**config.mk**
```make
export PLATFORM = sky130hd
export DESIGN_NAME = frame_buffer
export DESIGN_NICKNAME = d
export VERILOG_FILES = /design/src/rtl/frame_buffer.sv
export SDC_FILE = /design/constraint.sdc
export NUM_CORES = 1
export LEC_CHECK = 0
export ABC_AREA = 1
export BUFFER_PORTS_ARGS = -buffer_cell sky130_fd_sc_hd__buf_4
export CAP_MARGIN = 20
export CELL_PAD_IN_SITES_DETAIL_PLACEMENT = 1
export CELL_PAD_IN_SITES_GLOBAL_PLACEMENT = 2
export CORE_AREA = 2 2 251 253
export CTS_BUF_LIST = sky130_fd_sc_hd__clkbuf_16
export DETAILED_ROUTE_END_ITERATION = 12
export DIE_AREA = 0 0 253 255
export PLACE_DENSITY_LB_ADDON = 0.25
export SETUP_SLACK_MARGIN = 0.5
export SLEW_MARGIN = 20
export SYNTH_ARGS = -nofsm -noshare
export SYNTH_HDL_FRONTEND = slang
export SYNTH_SLANG_ARGS = --single-unit
```
**constraint.sdc**
```tcl
create_clock -name clk -period 22.8 [get_ports clk]
set_input_delay 6.84 -clock clk [delete_from_list [all_inputs] [get_ports clk]]
set_output_delay 6.84 -clock clk [all_outputs]
set_load 0.01 [all_outputs]
```
**src/rtl/frame_buffer.sv**
```systemverilog
// frame_buffer -- double-buffered 8x16 monochrome frame store.
//
// Two 8-row by 16-pixel buffers. Rows are written into the back buffer
// with a per-pixel mask, while the front buffer drives the registered
// frame output. A swap request waits until the downstream scanner reaches
// the last row, so the display never shows a torn frame. A clear request
// zeroes the back buffer one row per cycle.
//
// Optional build macro: FB_AUTOCLEAR_EN. When defined, every swap is
// followed by an automatic clear of the new back buffer. When undefined,
// the new back buffer keeps the contents of the previous front buffer.
//
// Ports:
//   clk        rising-edge clock
//   rst        asynchronous active-high reset
//   wr_en      row-write strobe (accepted only while ready)
//   wr_row     target back-buffer row
//   wr_data    pixel data, bit 15 = leftmost column
//   wr_mask    per-pixel write enable
//   clr        request to clear the back buffer
//   swap_req   request to swap front and back buffers
//   scan_row   row currently driven by the downstream scanner
//   ready      high when writes, clr and swap_req are accepted
//   swap_done  one-cycle pulse after a swap
//   frame      front buffer contents, row r at [127-16r : 112-16r]
module frame_buffer #(
    parameter int ROWS = 8,
    parameter int COLS = 16
) (
    input  logic                     clk,
    input  logic                     rst,
    input  logic                     wr_en,
    input  logic [$clog2(ROWS)-1:0]  wr_row,
    input  logic [COLS-1:0]          wr_data,
    input  logic [COLS-1:0]          wr_mask,
    input  logic                     clr,
    input  logic                     swap_req,
    input  logic [7:0]               scan_row,
    output logic                     ready,
    output logic                     swap_done,
    output logic [ROWS*COLS-1:0]     frame
);

    localparam int RW = $clog2(ROWS);
    localparam logic [RW-1:0] LAST_ROW  = RW'(ROWS - 1);
    localparam logic [7:0]    LAST_SCAN = 8'(ROWS - 1);

    typedef enum logic [1:0] {
        IDLE,
        PENDING,
        CLEARING
    } state_t;

    state_t              state;
    logic                front_sel;   // 0: buf_a is front, 1: buf_b is front
    logic [RW-1:0]       clr_row;
    logic [COLS-1:0]     buf_a [ROWS];
    logic [COLS-1:0]     buf_b [ROWS];
    logic [ROWS*COLS-1:0] front_flat;

    function automatic logic [COLS-1:0] merge_px(
        input logic [COLS-1:0] old_px,
        input logic [COLS-1:0] new_px,
        input logic [COLS-1:0] mask
    );
        return (old_px & ~mask) | (new_px & mask);
    endfunction

    assign ready = (state == IDLE);

    // Row 0 lands in the most significant slice of the flat frame.
    always_comb begin
        front_flat = '0;
        for (int r = 0; r < ROWS; r++) begin
            front_flat[(ROWS-1-r)*COLS +: COLS] = front_sel ? buf_b[r] : buf_a[r];
        end
    end

    always_ff @(posedge clk or posedge rst) begin
        if (rst) begin
            buf_a     <= '{default: '0};
            buf_b     <= '{default: '0};
            front_sel <= 1'b0;
            state     <= IDLE;
            clr_row   <= '0;
            swap_done <= 1'b0;
            frame     <= '0;
        end else begin
            // frame trails the front buffer by one cycle.
            frame     <= front_flat;
            swap_done <= 1'b0;
            case (state)
                IDLE: begin
                    // A write in the same cycle as swap_req/clr still lands
                    // before the state change.
                    if (wr_en) begin
                        if (front_sel)
                            buf_a[wr_row] <= merge_px(buf_a[wr_row], wr_data, wr_mask);
                        else
                            buf_b[wr_row] <= merge_px(buf_b[wr_row], wr_data, wr_mask);
                    end
                    if (swap_req) begin
                        state <= PENDING;
                    end else if (clr) begin
                        state   <= CLEARING;
                        clr_row <= '0;
                    end
                end
                PENDING: begin
                    // Swap only once the scanner is on the last row; any
                    // other value (including out-of-range ones) just waits.
                    if (scan_row == LAST_SCAN) begin
                        front_sel <= ~front_sel;
                        swap_done <= 1'b1;
`ifdef FB_AUTOCLEAR_EN
                        state     <= CLEARING;
                        clr_row   <= '0;
`else
                        state     <= IDLE;
`endif
                    end
                end
                CLEARING: begin
                    if (front_sel)
                        buf_a[clr_row] <= '0;
                    else
                        buf_b[clr_row] <= '0;
                    clr_row <= clr_row + 1'b1;
                    if (clr_row == LAST_ROW)
                        state <= IDLE;
                end
                default: state <= IDLE;
            endcase
        end
    end

endmodule
```
=== After elaboration in Yosys (flattened, before gate mapping) ===
Cells that the tools add are included.

* Flip-flop bits (word level): 391
* Latch bits: 0
* RAM bits: 0
* Memory bits (read-only): 0
* Output and inout bits: 130
* Memories: 0

* Add/sub/neg operators: 1
* $mul: 0
* Div/mod/pow operators: 0
* $lt $le $gt $ge: 4
* Equality and inequality tests: 14
* Shift operators: 0
* Muxes and demuxes: 38
* Bitwise logic cells: 12
* Reductions and logical operators: 9

{| class="wikitable"
|+ Operators with widths
! operator !! count
|-
| $mux W128 || 6
|-
| $pmux W128 S2 || 2
|-
| $and A128 B128 Y128 || 2
|-
| $bwmux W128 || 2
|-
| $mux W16 || 14
|-
| $not A128 Y128 || 1
|-
| $bmux W16 S3 || 2
|-
| $demux W16 S3 || 2
|-
| $and A16 B16 Y16 || 3
|-
| $or A16 B16 Y16 || 2
|-
| $ne A2 B2 Y1 const B || 8
|-
| $not A16 Y16 || 1
|-
| $eq A8 B3 Y1 const B || 1
|-
| $ge A4 B4 Y1 const B || 2
|-
| $lt A4 B1 Y1 const B || 2
|-
| $mux W2 || 4
|-
| $not A3 Y4 || 2
|-
| $reduce_and A4 Y1 || 2
|-
| $mux W3 || 2
|-
| $pmux W2 S3 || 1
|-
| $pmux W3 S2 || 1
|-
| $reduce_and A3 Y1 || 2
|-
| $add A3 B1 Y3 const B || 1
|-
| $eq A3 B3 Y1 const B || 1
|-
| other kinds (10) || 12
|}

=== Depth between registers and ports, before layout ===
* Word-level depth: 10
* Gate-level depth with buffers: 11
* Depth with buffers taken out: 8

=== Worst setup path before layout ===
OpenSTA, ideal clock, no wires.

* Path kind: in2reg
* Start: in wr_row[0]
* End: reg buf_b[109] in the netlist's numbering
* Arrival: 7.966 ns
* Data required time: 22.683 ns
* Path slack: 14.717 ns
* Cell stages on the path: 11
* Path through: buf_2 -> inv_2 -> buf_4 -> buf_2 -> nand2_1 -> nand3_1 -> nand2_1 -> o21ai_0 -> nand2_1 -> nand2_1 -> nand2_1

* Cells in the longest elaborated chain, start to end: 10
* Elaborated cells on any way between the ends: 15
* Those cells by class: order compare: 2; mux: 9; bitwise: 3; reduce/logical: 1

{| class="wikitable"
|+ RTL lines
! what !! line !! source
|-
| start, declared || 33 || <nowiki>input logic [$clog2(ROWS)-1:0] wr_row,</nowiki>
|-
| $not A3 Y4 (not written as such) (*) || 100 || <nowiki>buf_b[wr_row] <= merge_px(buf_b[wr_row], wr_data, wr_mask);</nowiki>
|-
| $bmux W16 S3 || 100 ||
|-
| $mux W16 (not written as such) (2 in series) || 100 ||
|-
| $and A16 B16 Y16 || 66 || <nowiki>return (old_px & ~mask) | (new_px & mask);</nowiki>
|-
| $or A16 B16 Y16 || 66 ||
|-
| $bwmux W128 (*) || 100 ||
|-
| $mux W128 (*) || 97 || <nowiki>if (front_sel)</nowiki>
|-
| $mux W128 (*) || 96 || <nowiki>if (wr_en) begin</nowiki>
|-
| $pmux W128 S2 (*) || 92 || <nowiki>case (state)</nowiki>
|-
| end signal, assigned by index || 100 ||
|-
| end, declared || 58 || <nowiki>logic [COLS-1:0] buf_b [ROWS];</nowiki>
|}

Mark *: on every way between the ends. The rest lies on a longest branch, timed or not. The select of a mux whose other input is x is not followed.
A chain may end at the register's enable or synchronous reset.

=== Worst setup path after layout ===
* Start: in wr_row[0]
* End: reg buf_a[113] in the netlist's numbering

* Cells in the longest elaborated chain, start to end: 10
* Elaborated cells on any way between the ends: 15
* Those cells by class: order compare: 2; mux: 9; bitwise: 3; reduce/logical: 1

{| class="wikitable"
|+ RTL lines
! what !! line !! source
|-
| $not A3 Y4 (not written as such) (*) || 98 || <nowiki>buf_a[wr_row] <= merge_px(buf_a[wr_row], wr_data, wr_mask);</nowiki>
|-
| $bmux W16 S3 || 98 ||
|-
| $mux W16 (not written as such) (2 in series) || 98 ||
|-
| $and A16 B16 Y16 || 66 ||
|-
| $or A16 B16 Y16 || 66 ||
|-
| $bwmux W128 (*) || 98 ||
|-
| $mux W128 (*) || 97 ||
|-
| $mux W128 (*) || 96 ||
|-
| $pmux W128 S2 (*) || 92 ||
|-
| end signal, assigned by index || 98 ||
|-
| end, declared || 57 || <nowiki>logic [COLS-1:0] buf_a [ROWS];</nowiki>
|}

Marked as above.

==> impl_metrics.py <==
metrics = {
    "worst_setup_path": {
        "required_ps": 23320,
        "worst_r2r_path_depth": 2,
        "timing.critical_path.to_type": "flop",
        "crit-reg2reg-launch": "front_sel",
        "cp.buffers_inverters": 3,
        "r2r_setup_slack_ps": 20060,
        "critPathSlowestCell": "sky130_fd_sc_hd__nor3_4",
        "worst_path_dominant_cell_family": "buffers and inverters",
        "startpoint_type": "input pin",
        "timing.setup.critical_path_class": "input pin to flop",
        "arrival_ps": 9820,
        "path_cells": "buf_4 > inv_6 > buf_4 > nand2_2 > nor3_4 > nand2_1 > nand2_1",
        "slowest_delay_ps": 850,
        "critical_path.reg2reg.endpoint": "frame[31]",
        "critPathMaxFanout": 69,
    },
    "yosys": {
        "ys.flop_type": "sky130_fd_sc_hd__dfrtp_1",
        "cell_count_after_synthesis": 2444,
        "synth.ff_latch_count": 391,
        "ys_top_cells_by_area": "sky130_fd_sc_hd__dfrtp_1 53%, sky130_fd_sc_hd__nand2_1 26%, sky130_fd_sc_hd__inv_1 5.7%",
        "synthesis.area_sq_um": 18400,
        "yosys.area.top_type": "sky130_fd_sc_hd__dfrtp_1",
        "synthArstFlopShare": 1.00,
        "synthesis.area_per_instance_sq_um": 7.53,
        "synth-edff-count": 0,
        "synth-seq-area-share": 0.531,
        "synth_common_cells": "1275 x sky130_fd_sc_hd__nand2_1, 391 x sky130_fd_sc_hd__dfrtp_1, 282 x sky130_fd_sc_hd__inv_1, 136 x sky130_fd_sc_hd__o21ai_0, 130 x sky130_fd_sc_hd__nand3_1",
        "synth_largest_type_area_fraction": 0.531,
        "most_frequent_cell_after_synthesis": "sky130_fd_sc_hd__nand2_1",
        "synth-warning-count": 0,
        "synth.distinct_cells": 28,
        "synth_nets": 2494,
    },
    "worst_hold_path": {
        "min_from": "buf_a[44]",
        "min-delay-path-class": "flop to flop",
        "hold_depth": 2,
        "hold-path-endpoint": "buf_a[44]",
    },
    "floorplanning": {
        "die-height_um": 255,
        "fp.dieArea_sq_um": 64500,
        "initial_utilization": 0.296,
        "floorplan.io_pins": 178,
        "core_area_sq_um": 62200,
        "placement_rows": 92,
        "width_of_the_die_um": 253,
    },
    "flow_run": {
        "drv.max_cap_violation_count": 0,
    },
    "global_routing": {
        "grt_first_pass_wirelength_um": 106000,
        "global_routing_usage_summed_across_all_routing_layers": 0.220,
        "number_of_antenna_violations_at_the_first_check_in_global_routing": 1,
        "grt_pass1_vias": 16800,
        "grt_start_max_net_pins": 171,
        "global_route.overflow_total": 0,
    },
    "clock_tree": {
        "post_cts.resized_instances": 0,
        "insertion_delay_ps": 590,
        "postCtsHoldBufs": 0,
        "buffers_from_clock_root_to_sink_at_most": 3,
        "htree_levels": 2,
        "cts.reportedPaths.clkPinSlew_ps": 60,
        "cts_root_buffer": "sky130_fd_sc_hd__clkbuf_16",
        "sink_count_of_the_clock_tree": 391,
        "cts_buffers": 48,
        "cts_tree": "done",
        "post_cts.repair.setup_buffers": 0,
    },
    "timing": {
        "setup_viol": 0,
        "fin_setup_tns_ps": 0,
        "grt_setup_unrepaired": "no",
        "final-hold-violation-count": 0,
        "tightest_slew_ps": 1060,
        "min_period_over_period": 0.408,
        "clock_skew_ps": 12.3,
        "slew-limit-headroom": 0.289,
        "report.final.slew_viol_count": 0,
        "maximum_operating_frequency_mhz": 107,
        "final_period_minus_worst_setup_slack_ps": 9310,
    },
    "detailed_routing": {
        "via_count": 16100,
        "drc": 0,
        "drt.antenna.violating_nets": 0,
        "postRouteWirelength_um": 70200,
        "viasPerCell": 4.71,
        "drt-pass1-iter-count": 5,
        "wl_per_cell_um": 20.5,
        "drt_iter0_drc": 1054,
    },
    "final_layout": {
        "antenna_cells": 0,
        "post-route-util": 0.356,
        "layoutNonFillerInstCount": 3416,
        "layout_area_overhead_pct": 20.0,
        "final_layout_size_suffix_gt1_frac": 0.130,
        "finish.net_count": 2629,
    },
    "power": {
        "power_leakage_uw": 0.0119,
        "worst_ir_drop_vdd_v": 0.0000463,
        "power_density_nw_per_um2": 105,
    },
    "place": {
        "numPortBuffers": 177,
        "place_congestion": 0.798,
        "post-place-cells": 3328,
        "hpwlAfterDp_um": 46400,
    },
    "outcome": {
        "run_status": "finished clean",
    },
}
-- tightest hold or removal path, stage by stage (launching register included) --
cell	delay [ps]
sky130_fd_sc_hd__dfrtp_1	340
sky130_fd_sc_hd__nand2_1	50
sky130_fd_sc_hd__nand2_1	50
-- worst max path at each step --
stage | cells past startpoint | to | start
detailed placement | 7 | buf_a[113] | wr_row[0]
global placement | 7 | buf_a[116] | wr_row[0]
global route | 7 | buf_b[53] | wr_row[0]
finish | 7 | buf_a[113] | wr_row[0]
CTS | 7 | buf_a[113] | wr_row[0]
floorplan | 1 | buf_a[0] | rst
-- per-layer routing --
metal / vias to the layer above / global-route usage / part of all wire
li1: 7628 / - / -
met1: 8047 / 0.286 / 0.44
met2: 317 / 0.386 / 0.50
met3: 89 / 0.0296 / 0.039
met4: 0 / 0.0555 / 0.023
met5: - / 0 / 0
-- area by class of cell --
cell class                      count  area (sq um)
Fill cell                        7617         40100
Sequential cell                   391          9790
Multi-Input combinational cell   1658          6980
Timing Repair Buffer              191          1450
Clock buffer                       49          1230
Inverter                          289          1100
Tap cell                          799          1000
Clock inverter                     39           552
-- sequential cells by signal, summed over array words and instances, names as in the netlist --
register and count:
frame 128, swap_done 1, buf_a 128, clr_row 3, buf_b 128, state 2, front_sel 1
-- kinds of logic (layout without fill, tap and decap cells) --
kind of cell             after synthesis  count (layout)  synth area share
AND/OR/NAND/NOR                     1467            1467             0.323
buffers and inverters                395             568            0.0894
flip-flops                           391             391             0.531
adder cells (fa/ha/maj)                2               2           0.00136
XOR/XNOR                               1               1          0.000476
AO/OA/AOI/OAI                        188             188            0.0545
-- through the flow --
step	worst slack, ps	instance area [sq um]	total power (uW)	hold WS (ps)
CTS	13550	22100	2350	482
global route	13300	22100	2450	492
finish	13490	22100	2320	477
detailed placement	12950	20300	1460	465
floorplan	5090	18400	1250	449
global placement	13010	20300	1450	461
-- cells in the final DEF, fill, tap and decap left out, types with 2 or more instances in the layout --
master,instances
sky130_fd_sc_hd__clkinvlp_4,6
sky130_fd_sc_hd__o21ai_1,30
sky130_fd_sc_hd__nand2_2,22
sky130_fd_sc_hd__clkbuf_16,49
sky130_fd_sc_hd__clkinv_1,9
sky130_fd_sc_hd__ha_1,2
sky130_fd_sc_hd__bufinv_16,14
sky130_fd_sc_hd__buf_4,189
sky130_fd_sc_hd__nor2_4,7
sky130_fd_sc_hd__nor3_4,10
sky130_fd_sc_hd__nand2_4,2
sky130_fd_sc_hd__nor2_1,15
sky130_fd_sc_hd__a21oi_1,5
sky130_fd_sc_hd__inv_1,282
sky130_fd_sc_hd__nand3_2,2
sky130_fd_sc_hd__o21ai_0,136
sky130_fd_sc_hd__nand3_1,130
sky130_fd_sc_hd__a21oi_2,15
sky130_fd_sc_hd__nand2_1,1275
sky130_fd_sc_hd__inv_2,5
sky130_fd_sc_hd__dfrtp_1,390
sky130_fd_sc_hd__nor3_2,2
sky130_fd_sc_hd__clkinv_2,8
-- power breakdown --
group | switching (uW) | leakage [uW] | total, uW | internal [uW]
Combinational | 349 | 0.00575 | 511 | 162
Sequential | 90.8 | 0.00533 | 932 | 841
Clock | 324 | 0.000857 | 873 | 548
Total | 764 | 0.0119 | 2320 | 1550
Note: power is estimated with default switching activity, not from simulation.
